===== src/rtl/mafia_game_ctrl.sv =====
// Turn controller for a two-faction elimination game: one button press commits one
// night/day action, with alive counts, win detection, round count and display state.
module mafia_game_ctrl #(
    parameter int N_MAFIA   = 2,
    parameter int N_CITIZEN = 4,
    parameter int INV_HOLD  = 4,
    parameter int ROUND_W   = 4,
    localparam int CNT_W    = $clog2(N_CITIZEN + 1)
) (
    input  logic                 CLK,
    input  logic                 RESET,
    input  logic                 Enable,
    input  logic [1:0]           Switch_Input,
    output logic [CNT_W-1:0]     mafia_alive,
    output logic [CNT_W-1:0]     citizen_alive,
    output logic [N_MAFIA-1:0]   LED_MAFIA,
    output logic [N_CITIZEN-1:0] LED_CITIZEN,
    output logic                 LED_WHITE,
    output logic                 game_over,
    output logic                 winner,
    output logic                 invalid_flag,
    output logic [ROUND_W-1:0]   round_cnt,
    output logic [1:0]           disp_mode
);

    localparam int INV_W = $clog2(INV_HOLD + 1);

    localparam logic [1:0] NIGHT = 2'd0;
    localparam logic [1:0] DAY   = 2'd1;
    localparam logic [1:0] OVER  = 2'd2;

    localparam logic [1:0] CODE_CITIZEN = 2'b00;
    localparam logic [1:0] CODE_MAFIA   = 2'b01;
    localparam logic [1:0] CODE_SKIP    = 2'b10;

    localparam logic [1:0] DISP_SCORE   = 2'b00;
    localparam logic [1:0] DISP_WINNER  = 2'b01;
    localparam logic [1:0] DISP_INVALID = 2'b10;

    logic                 enable_d_q;
    logic [1:0]           state_q,        state_d;
    logic [CNT_W-1:0]     mafia_q,        mafia_d;
    logic [CNT_W-1:0]     citizen_q,      citizen_d;
    logic [ROUND_W-1:0]   round_q,        round_d;
    logic [INV_W-1:0]     inv_cnt_q,      inv_cnt_d;
    logic                 winner_q,       winner_d;
    logic                 invalid_flag_q, invalid_flag_d;
    logic                 led_white_q,    led_white_d;
    logic                 game_over_q,    game_over_d;
    logic [1:0]           disp_mode_q,    disp_mode_d;
    logic [N_MAFIA-1:0]   led_mafia_q,    led_mafia_d;
    logic [N_CITIZEN-1:0] led_citizen_q,  led_citizen_d;

    logic strobe;
    logic valid_act;
    logic invalid_act;

    always_comb begin
        strobe      = Enable & ~enable_d_q;
        valid_act   = 1'b0;
        invalid_act = 1'b0;
        state_d     = state_q;
        mafia_d     = mafia_q;
        citizen_d   = citizen_q;
        round_d     = round_q;
        winner_d    = winner_q;
        inv_cnt_d   = (inv_cnt_q != '0) ? inv_cnt_q - INV_W'(1) : '0;

        if (strobe && state_q != OVER) begin
            case (Switch_Input)
                CODE_CITIZEN: begin
                    if (citizen_q != '0) begin
                        valid_act = 1'b1;
                        citizen_d = citizen_q - CNT_W'(1);
                    end else begin
                        invalid_act = 1'b1;
                    end
                end
                CODE_MAFIA: begin
                    if (state_q == DAY && mafia_q != '0) begin
                        valid_act = 1'b1;
                        mafia_d   = mafia_q - CNT_W'(1);
                    end else begin
                        invalid_act = 1'b1;
                    end
                end
                CODE_SKIP: valid_act   = 1'b1;
                default:   invalid_act = 1'b1;
            endcase
        end

        if (invalid_act) begin
            inv_cnt_d = INV_W'(INV_HOLD);
        end

        // The win check looks at the post-action counts; a day action always closes a round.
        if (valid_act) begin
            inv_cnt_d = '0;
            if (state_q == DAY && round_q != '1) begin
                round_d = round_q + ROUND_W'(1);
            end
            if (mafia_d == '0) begin
                state_d  = OVER;
                winner_d = 1'b1;
            end else if (mafia_d >= citizen_d) begin
                state_d  = OVER;
                winner_d = 1'b0;
            end else begin
                state_d = (state_q == DAY) ? NIGHT : DAY;
            end
        end

        invalid_flag_d = (inv_cnt_d != '0);
        led_white_d    = (state_d == DAY);
        game_over_d    = (state_d == OVER);
        if (invalid_flag_d) begin
            disp_mode_d = DISP_INVALID;
        end else if (state_d == OVER) begin
            disp_mode_d = DISP_WINNER;
        end else begin
            disp_mode_d = DISP_SCORE;
        end

        led_mafia_d = '0;
        for (int i = 0; i < N_MAFIA; i++) begin
            led_mafia_d[i] = (CNT_W'(i) < mafia_d);
        end
        led_citizen_d = '0;
        for (int i = 0; i < N_CITIZEN; i++) begin
            led_citizen_d[i] = (CNT_W'(i) < citizen_d);
        end
    end

    // Enable_d starts high so a button held through reset cannot fire an action.
    always_ff @(posedge CLK) begin
        if (RESET) begin
            enable_d_q     <= 1'b1;
            state_q        <= NIGHT;
            mafia_q        <= CNT_W'(N_MAFIA);
            citizen_q      <= CNT_W'(N_CITIZEN);
            round_q        <= '0;
            inv_cnt_q      <= '0;
            winner_q       <= 1'b0;
            invalid_flag_q <= 1'b0;
            led_white_q    <= 1'b0;
            game_over_q    <= 1'b0;
            disp_mode_q    <= DISP_SCORE;
            led_mafia_q    <= '1;
            led_citizen_q  <= '1;
        end else begin
            enable_d_q     <= Enable;
            state_q        <= state_d;
            mafia_q        <= mafia_d;
            citizen_q      <= citizen_d;
            round_q        <= round_d;
            inv_cnt_q      <= inv_cnt_d;
            winner_q       <= winner_d;
            invalid_flag_q <= invalid_flag_d;
            led_white_q    <= led_white_d;
            game_over_q    <= game_over_d;
            disp_mode_q    <= disp_mode_d;
            led_mafia_q    <= led_mafia_d;
            led_citizen_q  <= led_citizen_d;
        end
    end

    assign mafia_alive   = mafia_q;
    assign citizen_alive = citizen_q;
    assign LED_MAFIA     = led_mafia_q;
    assign LED_CITIZEN   = led_citizen_q;
    assign LED_WHITE     = led_white_q;
    assign game_over     = game_over_q;
    assign winner        = winner_q;
    assign invalid_flag  = invalid_flag_q;
    assign round_cnt     = round_q;
    assign disp_mode     = disp_mode_q;

endmodule


===== config.mk =====
export PLATFORM = sky130hd
export DESIGN_NAME = mafia_game_ctrl
export DESIGN_NICKNAME = d
export VERILOG_FILES = /design/src/rtl/mafia_game_ctrl.sv
export SDC_FILE = /design/constraint.sdc
export NUM_CORES = 1
export LEC_CHECK = 0
export ABC_AREA = 1
export CAP_MARGIN = 20
export CORE_ASPECT_RATIO = 1.25
export CORE_UTILIZATION = 50
export DETAILED_ROUTE_END_ITERATION = 7
export GPL_ROUTABILITY_DRIVEN = 0
export HOLD_SLACK_MARGIN = 0.06
export PLACE_DENSITY = 0.74
export SETUP_SLACK_MARGIN = 0.15
export SLEW_MARGIN = 20
export SYNTH_ARGS = -nofsm -noshare
export SYNTH_HDL_FRONTEND = slang
export SYNTH_SLANG_ARGS = --single-unit

===== constraint.sdc =====
create_clock -name CLK -period 2.5 [get_ports CLK]
set_input_delay 0.5 -clock CLK [delete_from_list [all_inputs] [get_ports CLK]]
set_output_delay 0.5 -clock CLK [all_outputs]
set_load 0.01 [all_outputs]

Word level (Yosys, flattened, before mapping)
Index checks and enable logic that the tools add are counted.
{"block": "totals", "regBits": 28, "in_bits": 5, "output_inout_bits": 22}
{"block": "op_classes", "reduce_logical": 13, "bitwise_logic": 2, "magnitude_cmp": 7, "n_eq_ne": 7, "n_mux": 25, "add_sub_neg": 4}
{"cell": "2-to-1 mux 3 bit", "count": 9}
{"cell": "less-than comparator 1 x 3 -> 1 bit, first input constant", "count": 4}
{"cell": "nonzero test 3 bit", "count": 4}
{"cell": "2-to-1 mux 1 bit", "count": 10}
{"cell": "subtractor 3 x 1 -> 3 bit, second input constant", "count": 3}
{"cell": "2-to-1 mux 2 bit", "count": 4}
{"cell": "equality test 2 x 1 -> 1 bit, second input constant", "count": 3}
{"cell": "less-than comparator 2 x 3 -> 1 bit, first input constant", "count": 2}
{"cell": "one-hot mux 1 bit (3 select lines)", "count": 2}
{"cell": "adder 4 x 1 -> 4 bit, second input constant", "count": 1}
{"cell": "equality test 2 bit, second input constant", "count": 2}
{"cell": "!= test 4 bit, second input constant", "count": 1}
{"cell": "AND reduction 2 bit", "count": 2}
{"cell": "greater-or-equal comparator 3 bit", "count": 1}
{"cell": "logical AND 1 bit", "count": 3}
{"cell": "zero test 3 bit", "count": 1}
{"cell": "zero test 2 bit", "count": 1}
{"cell": "!= test 2 bit, second input constant", "count": 1}
{"cell": "nonzero test 2 bit", "count": 1}
{"cell": "OR reduction 2 bit", "count": 1}
{"cell": "bitwise AND 1 bit", "count": 1}
{"cell": "inverter 1 bit", "count": 1}

Depth between registers and ports, before layout
Gate-level depths: netlist (run 1).
{"block": "depth", "ltp_word": 12, "mapped_depth": 22, "ltp_nobuf": 22}

Least setup slack after synthesis (run 1)
Ideal clock, no wire load.
{"block": "synth_path", "kind": "reg2reg", "start": "reg mafia_q[0] (netlist: mafia_alive[0])", "end": "reg game_over_q (netlist: game_over)", "setup_slack_ns": 0.164, "path_buffers": 0, "stages_incl_launch_ff": 22, "setup_time_ns": 0.109, "arrival_time_ns": 2.227, "cell_sequence": "dfxtp_1 inv_1 ha_1 ha_1 nor2_1 nand2_1 nor2_1 nand2_1 nand2_1 nand2_1 inv_2 ha_1 nor2_1 nand3_1 nand2_1 inv_1 nand2_1 nand3_2 nand2_4 o21ai_2 nand2_1 inv_1"}
{"block": "synth_via", "elab_chain_cells": 10, "elab_cells_between_ends": 15, "cone_classes": "1 x add/sub; 1 x order compare; 1 x eq/ne; 9 x mux; 3 x reduce/logical"}
{"item": "from (decl)", "line_no": "42", "source": "logic [CNT_W-1:0] mafia_q, mafia_d;"}
{"item": "from (signal assigned)", "line_no": "139", "source": "mafia_q <= CNT_W'(N_MAFIA);"}
{"item": "from (signal assigned)", "line_no": "153", "source": "mafia_q <= mafia_d;"}
{"item": "parallel branches: the longest is 8 deep, another holds subtractor 3 x 1 -> 3 bit"}
{"item": "2-to-1 mux 2 bit (*)", "line_no": "97", "source": "if (valid_act) begin"}
{"item": "equality test 2 bit (*)", "line_no": "115", "source": "game_over_d = (state_d == OVER);"}
{"item": "to (signal assigned)", "line_no": "160", "source": "game_over_q <= game_over_d;"}
{"item": "to (decl)", "line_no": "49", "source": "logic game_over_q, game_over_d;"}
Every way passes the cells marked *.
A chain may end at the register's enable or synchronous reset.

Worst setup path in the final report (run 1)
{"block": "layout_path", "start": "in Enable", "end": "reg game_over_q (netlist: game_over)"}
{"block": "layout_via", "elab_chain_cells": 8, "elab_cells_between_ends": 11, "cone_classes": "1 x order compare; 1 x eq/ne; 6 x mux; 1 x bitwise; 2 x reduce/logical"}
{"item": "from (decl)", "line_no": "12", "source": "input logic Enable,"}
{"item": "bitwise AND 1 bit (*)", "line_no": "59", "source": "strobe = Enable & ~enable_d_q;"}
{"item": "logical AND 1 bit (*)", "line_no": "69", "source": "if (strobe && state_q != OVER) begin"}
{"item": "2-to-1 mux 3 bit", "line_no": "69"}
{"item": "greater-or-equal comparator 3 bit", "line_no": "105", "source": "end else if (mafia_d >= citizen_d) begin"}
{"item": "2-to-1 mux 2 bit", "line_no": "105"}
{"item": "2-to-1 mux 2 bit", "line_no": "102", "source": "if (mafia_d == '0) begin"}
{"item": "2-to-1 mux 2 bit (*)", "line_no": "97"}
{"item": "equality test 2 bit (*)", "line_no": "115"}
Every way passes the cells marked *; elsewhere a longest branch is shown, timed or not.

==> results.yml, run 1 <==
clock_network:
  numCtsBuffers: 3
  clockRootBuffer: "clkbuf_4"
  cts_tree: "yes"
  insertion_delay_ps: 320
  ctsHtreeMaxLevel: 1
  cts.reportedPaths.clkPinSlew_ps: 140
  cts_max_path_buffers: 2
  clkSinkCount: 26
drt:
  post_drt_wl_per_cell_um: 11.77
  antenna_left: 0
  drt_first_pass_iters: 3
  vias: 1122
  avgViaCountPerCell: 4.836
  drc: 0
  wirelength_mm: 2.730
  drt_iter0_drc: 9
sta:
  skew_ps: 3.695
  drv_slew: 0
  whs_ps: 492.8
  setup_viol: 0
  rsz0062_at_grt: "yes"
  hold_viol: 0
  fin_crit_sh: 0.9034
  worst_pin_slew_ps: 381.9
  slew-limit-headroom: 0.7448
  period_needed_ps: 2259
  max_freq_mhz: 442.8
  fin_tns_setup_ps: 0
cells_and_area:
  utilization: 0.7189
  mostFrequentLayoutCell: "nand2_1"
  drive_gt1_frac: 0.2714
  area_growth_pct: 35.87
  n_antenna_cell: 0
  final_cell_mix: "nand2_1, clkdlybuf4s50_1, dfxtp_1, inv_1, nor2_1"
  nets: 214
  finalInstanceArea_um2: 1763
logic_synthesis:
  synth_top_area_share: 0.4012
  syn_avg_cell_area_um2: 7.912
  ys_types: 30
  yosysWarnings: 0
  synth_nets: 178
  ys.flop_type: "dfxtp_1"
  synth_edf_count: 0
  synth_area_leaders: "dfxtp_1, ha_1, nand2_1"
  ys_ff_latch: 26
  netlist_area_um2: 1297
  synth_top_area_cell: "dfxtp_1"
  ys_seq_area_frac: 0.4012
  async_flop_share: 0
  syn_inst: 164
critical_path:
  cp-start-kind: "input pin"
  path_buf_inv: 4
  crit_arrival_ps: 2500
  path_max_fanout: 5
  r2r_start: "mafia_alive[1]$_SDFF_PP1_"
  r2r_cells: 21
  cp.required_ps: 2740
  path_cells: "clkdlybuf4s50_1, nand2_2, nor2_8, inv_2, nor3b_2, o21ai_1, o21ai_1, ha_1, nand2_1, inv_1, nand2_1, nand3_2, nand2_4, o21ai_2, nand2_1, inv_1"
  crit_top_cell: "nand2_1"
  max_stage_delay_ps: 490
  end_kind: "flip-flop"
  worstSetupPathType: "in -> reg"
  startpoint: "Enable"
  path_delay_family: "simple AND/OR/NAND/NOR gates"
  slowest_stage: "clkdlybuf4s50_1"
  path_depth: 16
placed_design:
  dpl_cell_area_um2: 1640
  io_buffers: 26
  dp_hpwl_mm: 2.113
power:
  power.net_switching_uw: 175.7
  clkPwrFrac: 0.363
  p_leak_uw: 0.0007698
  p_total_uw: 796.0
  vdd_drop_max_mv: 0.4068
  seq_power_share: 0.535
  switching_share: 0.2208
  power.density_nw_per_um2: 451.5
  power_frac_comb: 0.103
  p_int_uw: 620.3
die:
  fp.dieH_um: 58.96
  dieArea_um2: 2804
  row_count: 20
  die_x_um: 47.57
  initial_core_util: 0.5291
  io_pins: 27
  fp.coreArea_um2: 2452
global_route:
  grt_max_degree: 16
  grt_pass1_wl_mm: 4.491
  antenna_found_initial: 0
  grtUsageTotal: 0.2237
  overflow: 0
  grt_pass1_vias: 1124
hold_path:
  hold_path_depth: 2
  min-delay-start: "winner$_SDFFE_PP0P_"
  hp-class: "reg -> reg"
outcome:
  status: "completed"
run:
  maxCapViolations: 0
[worst paths after layout]
kind	to	slack, ps
worst min-delay path	winner$_SDFFE_PP0P_	490
worst min register to register	winner$_SDFFE_PP0P_	490
worst max register to register	game_over$_SDFF_PP0_	280
worst max-delay path	game_over$_SDFF_PP0_	240
[kinds of logic (layout without fill, tap and decap cells)]
kind of cell / Yosys count / count (layout) / synth area share
DFF: 26 / 26 / 0.4012
adders and majority gates: 9 / 9 / 0.08679
and+or+nand+nor: 73 / 73 / 0.2980
xor gates and xnor gates: 1 / 1 / 0.006751
AOI/OAI and AO/OA: 17 / 17 / 0.08872
buffers and inverters: 38 / 73 / 0.1186
[power by group through the flow]
stage	Sequential (µW)	Clock, µW	Combinational [µW]
4_1_cts	426	289	78.4
3_5_place_dp	435	0	77.2
6_report	426	289	81.6
3_3_place_gp	434	0	74.7
2_1_floorplan	437	0	42.3
5_1_grt	427	312	89.9
[worst min-delay path, stage by stage (launching register included)]
cell     delay [ps]
dfxtp_1         350
nand2_2          70
a21oi_2          40
[synthesized netlist by cell type (2+ instances only)]
cell,count
o21ai_0,4
nand2_2,7
nor2_1,14
inv_1,26
dfxtp_1,26
nor3_1,3
inv_2,6
ha_1,9
buf_4,2
nand3_1,7
nand2_1,28
nor2_2,3
nor3b_1,2
nand3_2,4
o21ai_1,6
a21oi_1,3
[repair_timing]
action                                  CTS  global route
pin swaps                                 4            11
endpoints found under the hold margin     0             0
hold buffers                              0             0
setup buffers                             0             0
gates resized for setup                   5            11
endpoints found under the setup margin    5             6
[registers in the layout, indices dropped and copies added (netlist names)]
name	count
inv_cnt_q	3
round_cnt	4
state_q	2
game_over	1
winner	1
enable_d_q	1
invalid_flag	1
LED_MAFIA	2
citizen_alive	3
disp_mode	1
mafia_alive	3
LED_CITIZEN	3
LED_WHITE	1
[through the flow]
stage	cells	setup slack, ps
finish	232	241.4
global route	232	78.99
CTS	232	164.0
detailed placement	228	-112.7
global placement	228	-31.89
floorplan	164	163.9
[routing by layer]
metal  routed length (µm)  vias up  global-route usage
li1                     -      568                   -
met1                 1090      527              0.2288
met2                 1505       21              0.4266
met3                   89        6             0.03067
met4                   46        0             0.09127
met5                    0        -                   0
[cell type report]
class / instances / area (µm²)
Multi-Input combinational cell: 100 / 690.7
Clock inverter: 1 / 30.03
Clock buffer: 3 / 22.52
Fill cell: 215 / 689.4
Timing Repair Buffer: 34 / 320.3
Tap cell: 33 / 41.29
Sequential cell: 26 / 523.0
Inverter: 35 / 135.1
(Power assumes the default switching activity.)
==> inputs of run 2 (changes only) <==
- PLACE_DENSITY: 0.74 -> 0.78
- REMOVE_ABC_BUFFERS: default -> 1
==> run 2 against run 1 <==
Net effect:
- die area is the same
- largest power group unchanged
- clock power fell by 38%
- critical endpoint unchanged
- critical path depth is 4 higher
==> results.yml, run 2 (synthesis gave the netlist of run 1 again) <==
power:
  switching_share: 0.2517
  power.net_switching_uw: 174.9
  p_int_uw: 520.2
  clkPwrFrac: 0.256
  p_leak_uw: 0.0008329
  seq_power_share: 0.613
  power_frac_comb: 0.131
  power.density_nw_per_um2: 374.1
  vdd_drop_max_mv: 0.3793
clock_network:
  clkSinkCount: 26
  cts_hold_buffers: 0
  cts.reportedPaths.clkPinSlew_ps: 130
  cts_tree: "yes"
  insertion_delay_ps: 330
  ctsHtreeMaxLevel: 1
  clockRootBuffer: "clkbuf_4"
  numCtsBuffers: 3
  cts_max_path_buffers: 2
sta:
  layout_setup_ws_ps: 182.7
  skew_ps: 1.339
  period_needed_ps: 2317
  worst_pin_slew_ps: 399.6
  max_freq_mhz: 431.5
  whs_ps: 497.3
  hold_viol: 0
  drv_slew: 0
  rsz0062_at_grt: "yes"
  fin_crit_sh: 0.9269
  setup_viol: 0
  slew-limit-headroom: 0.7329
placed_design:
  preCtsSetupSlack_ps: -165.2
  io_buffers: 26
  dp_hpwl_mm: 2.120
drt:
  wirelength_mm: 3.178
  vias: 1176
  post_drt_wl_per_cell_um: 13.08
  antenna_left: 0
  drt_iter0_drc: 38
  drc: 0
  avgViaCountPerCell: 4.840
  drt_first_pass_iters: 4
cells_and_area:
  area_growth_pct: 43.20
  nFillCells: 174
  mostFrequentLayoutCell: "clkdlybuf4s50_1"
  drive_gt1_frac: 0.3762
  multi_input_area_um2: 718.2
  ff_latch_area_um2: 525.5
  final_cell_mix: "clkdlybuf4s50_1, dfxtp_1, nand2_1"
  n_antenna_cell: 0
  largest_reg_flops: 4
  nets: 226
global_route:
  antenna_found_initial: 0
  overflow: 0
  grt_max_degree: 15
  grt_pass1_vias: 1120
  grtUsageTotal: 0.2350
  grt_pass1_wl_mm: 4.664
run:
  maxCapViolations: 0
hold_path:
  hp-class: "reg -> reg"
  min-delay-start: "winner$_SDFFE_PP0P_"
die:
  fp.dieH_um: 58.96
  io_pins: 27
  initial_core_util: 0.5291
  die_x_um: 47.57
  fp.coreArea_um2: 2452
  dieArea_um2: 2804
  row_count: 20
critical_path:
  cp-start-kind: "flip-flop"
  path_max_fanout: 4
  rr_endpoint: "game_over$_SDFF_PP0_"
  rrSetupSlack_ps: 180
  cp.required_ps: 2740
  worstSetupPathType: "reg -> reg"
  r2r_start: "mafia_alive[0]$_SDFF_PP0_"
  crit_arrival_ps: 2560
  endpoint: "game_over$_SDFF_PP0_"
  end_kind: "flip-flop"
  r2r_cells: 20
  startpoint: "mafia_alive[0]$_SDFF_PP0_"
outcome:
  status: "completed"
[run 2: cell types whose count changed in the layout (fill, tap and decap cells not counted), moves of 2 or more]
cell	before	now
dlymetal6s2s_1	0	2
buf_4	8	20
dfxtp_1	24	22
inv_2	8	12
dfxtp_2	2	4
nand2_2	7	13
nand2_1	28	22
inv_1	24	20
clkdlybuf4s50_1	26	24
[run 2: power groups by stage]
stage,Combinational (µW),Sequential (µW),Clock (µW)
global route,99.8,427,197
CTS,84.5,426,180
global placement,76.4,434,0
floorplan,37.2,438,0
detailed placement,78.3,435,0
finish,91.1,426,178
[run 2: area by class of cell]
| class | count | share of cell area |
|---|---|---|
| Clock buffer | 3 | 0.01212 |
| Inverter | 35 | 0.07273 |
| Multi-Input combinational cell | 100 | 0.3865 |
| Timing Repair Buffer | 46 | 0.2236 |
| Sequential cell | 26 | 0.2828 |
| Tap cell | 33 | 0.02222 |
[run 2: worst min path at each step]
stage | endpoint | slack (ps) | cells past startpoint
6_report | winner$_SDFFE_PP0P_ | 500 | 2
4_1_cts | winner$_SDFFE_PP0P_ | 500 | 2
3_5_place_dp | winner$_SDFFE_PP0P_ | 480 | 2
2_1_floorplan | winner$_SDFFE_PP0P_ | 480 | 2
3_3_place_gp | round_cnt[1]$_SDFFE_PP0P_ | 470 | 2
5_1_grt | winner$_SDFFE_PP0P_ | 510 | 2
[run 2: critical path, stage by stage (launching register included)]
cell and delay (ps):
dfxtp_2 360, inv_2 50, ha_4 160, ha_4 150, nor2_4 110, buf_4 110
buf_4 110, nand3_4 90, nor2_4 120, nand2_2 60, nand2_2 70, inv_1 50
ha_1 280, nand2_2 80, inv_2 40, nand2_2 50, nand3_2 80, nand2_4 100
o21ai_2 60, nand2_1 60, inv_1 50
[run 2: through the flow]
stage / std cells / utilization / TNS [ps] / total power, µW / instance area [µm²]
after floorplan: 161 / - / 0 / 474.7 / 1279
after global placement: 231 / 0.6781 / -244.0 / 510.8 / 1663
after detailed placement: 231 / 0.6781 / -699.8 / 513.1 / 1663
after CTS: 237 / 0.7179 / 0 / 690.1 / 1760
after global routing: 243 / 0.7577 / 0 / 724.4 / 1858
final: 243 / 0.7577 / 0 / 695.1 / 1858
[run 2: timing repair]
item | 4_1_cts | 5_1_grt
gates cloned | 0 | 0
gates resized for setup | 13 | 20
endpoints found under the setup margin | 6 | 6
pin swaps | 9 | 17
buffers inserted | 3 | 6
[run 2: per-layer routing]
layer,vias to the layer above,routed length [µm],GRT usage
met5,-,0,0
met2,36,1793,0.4090
met4,0,46,0.09921
met1,540,1239,0.2764
met3,5,98,0.03374
li1,595,-,-
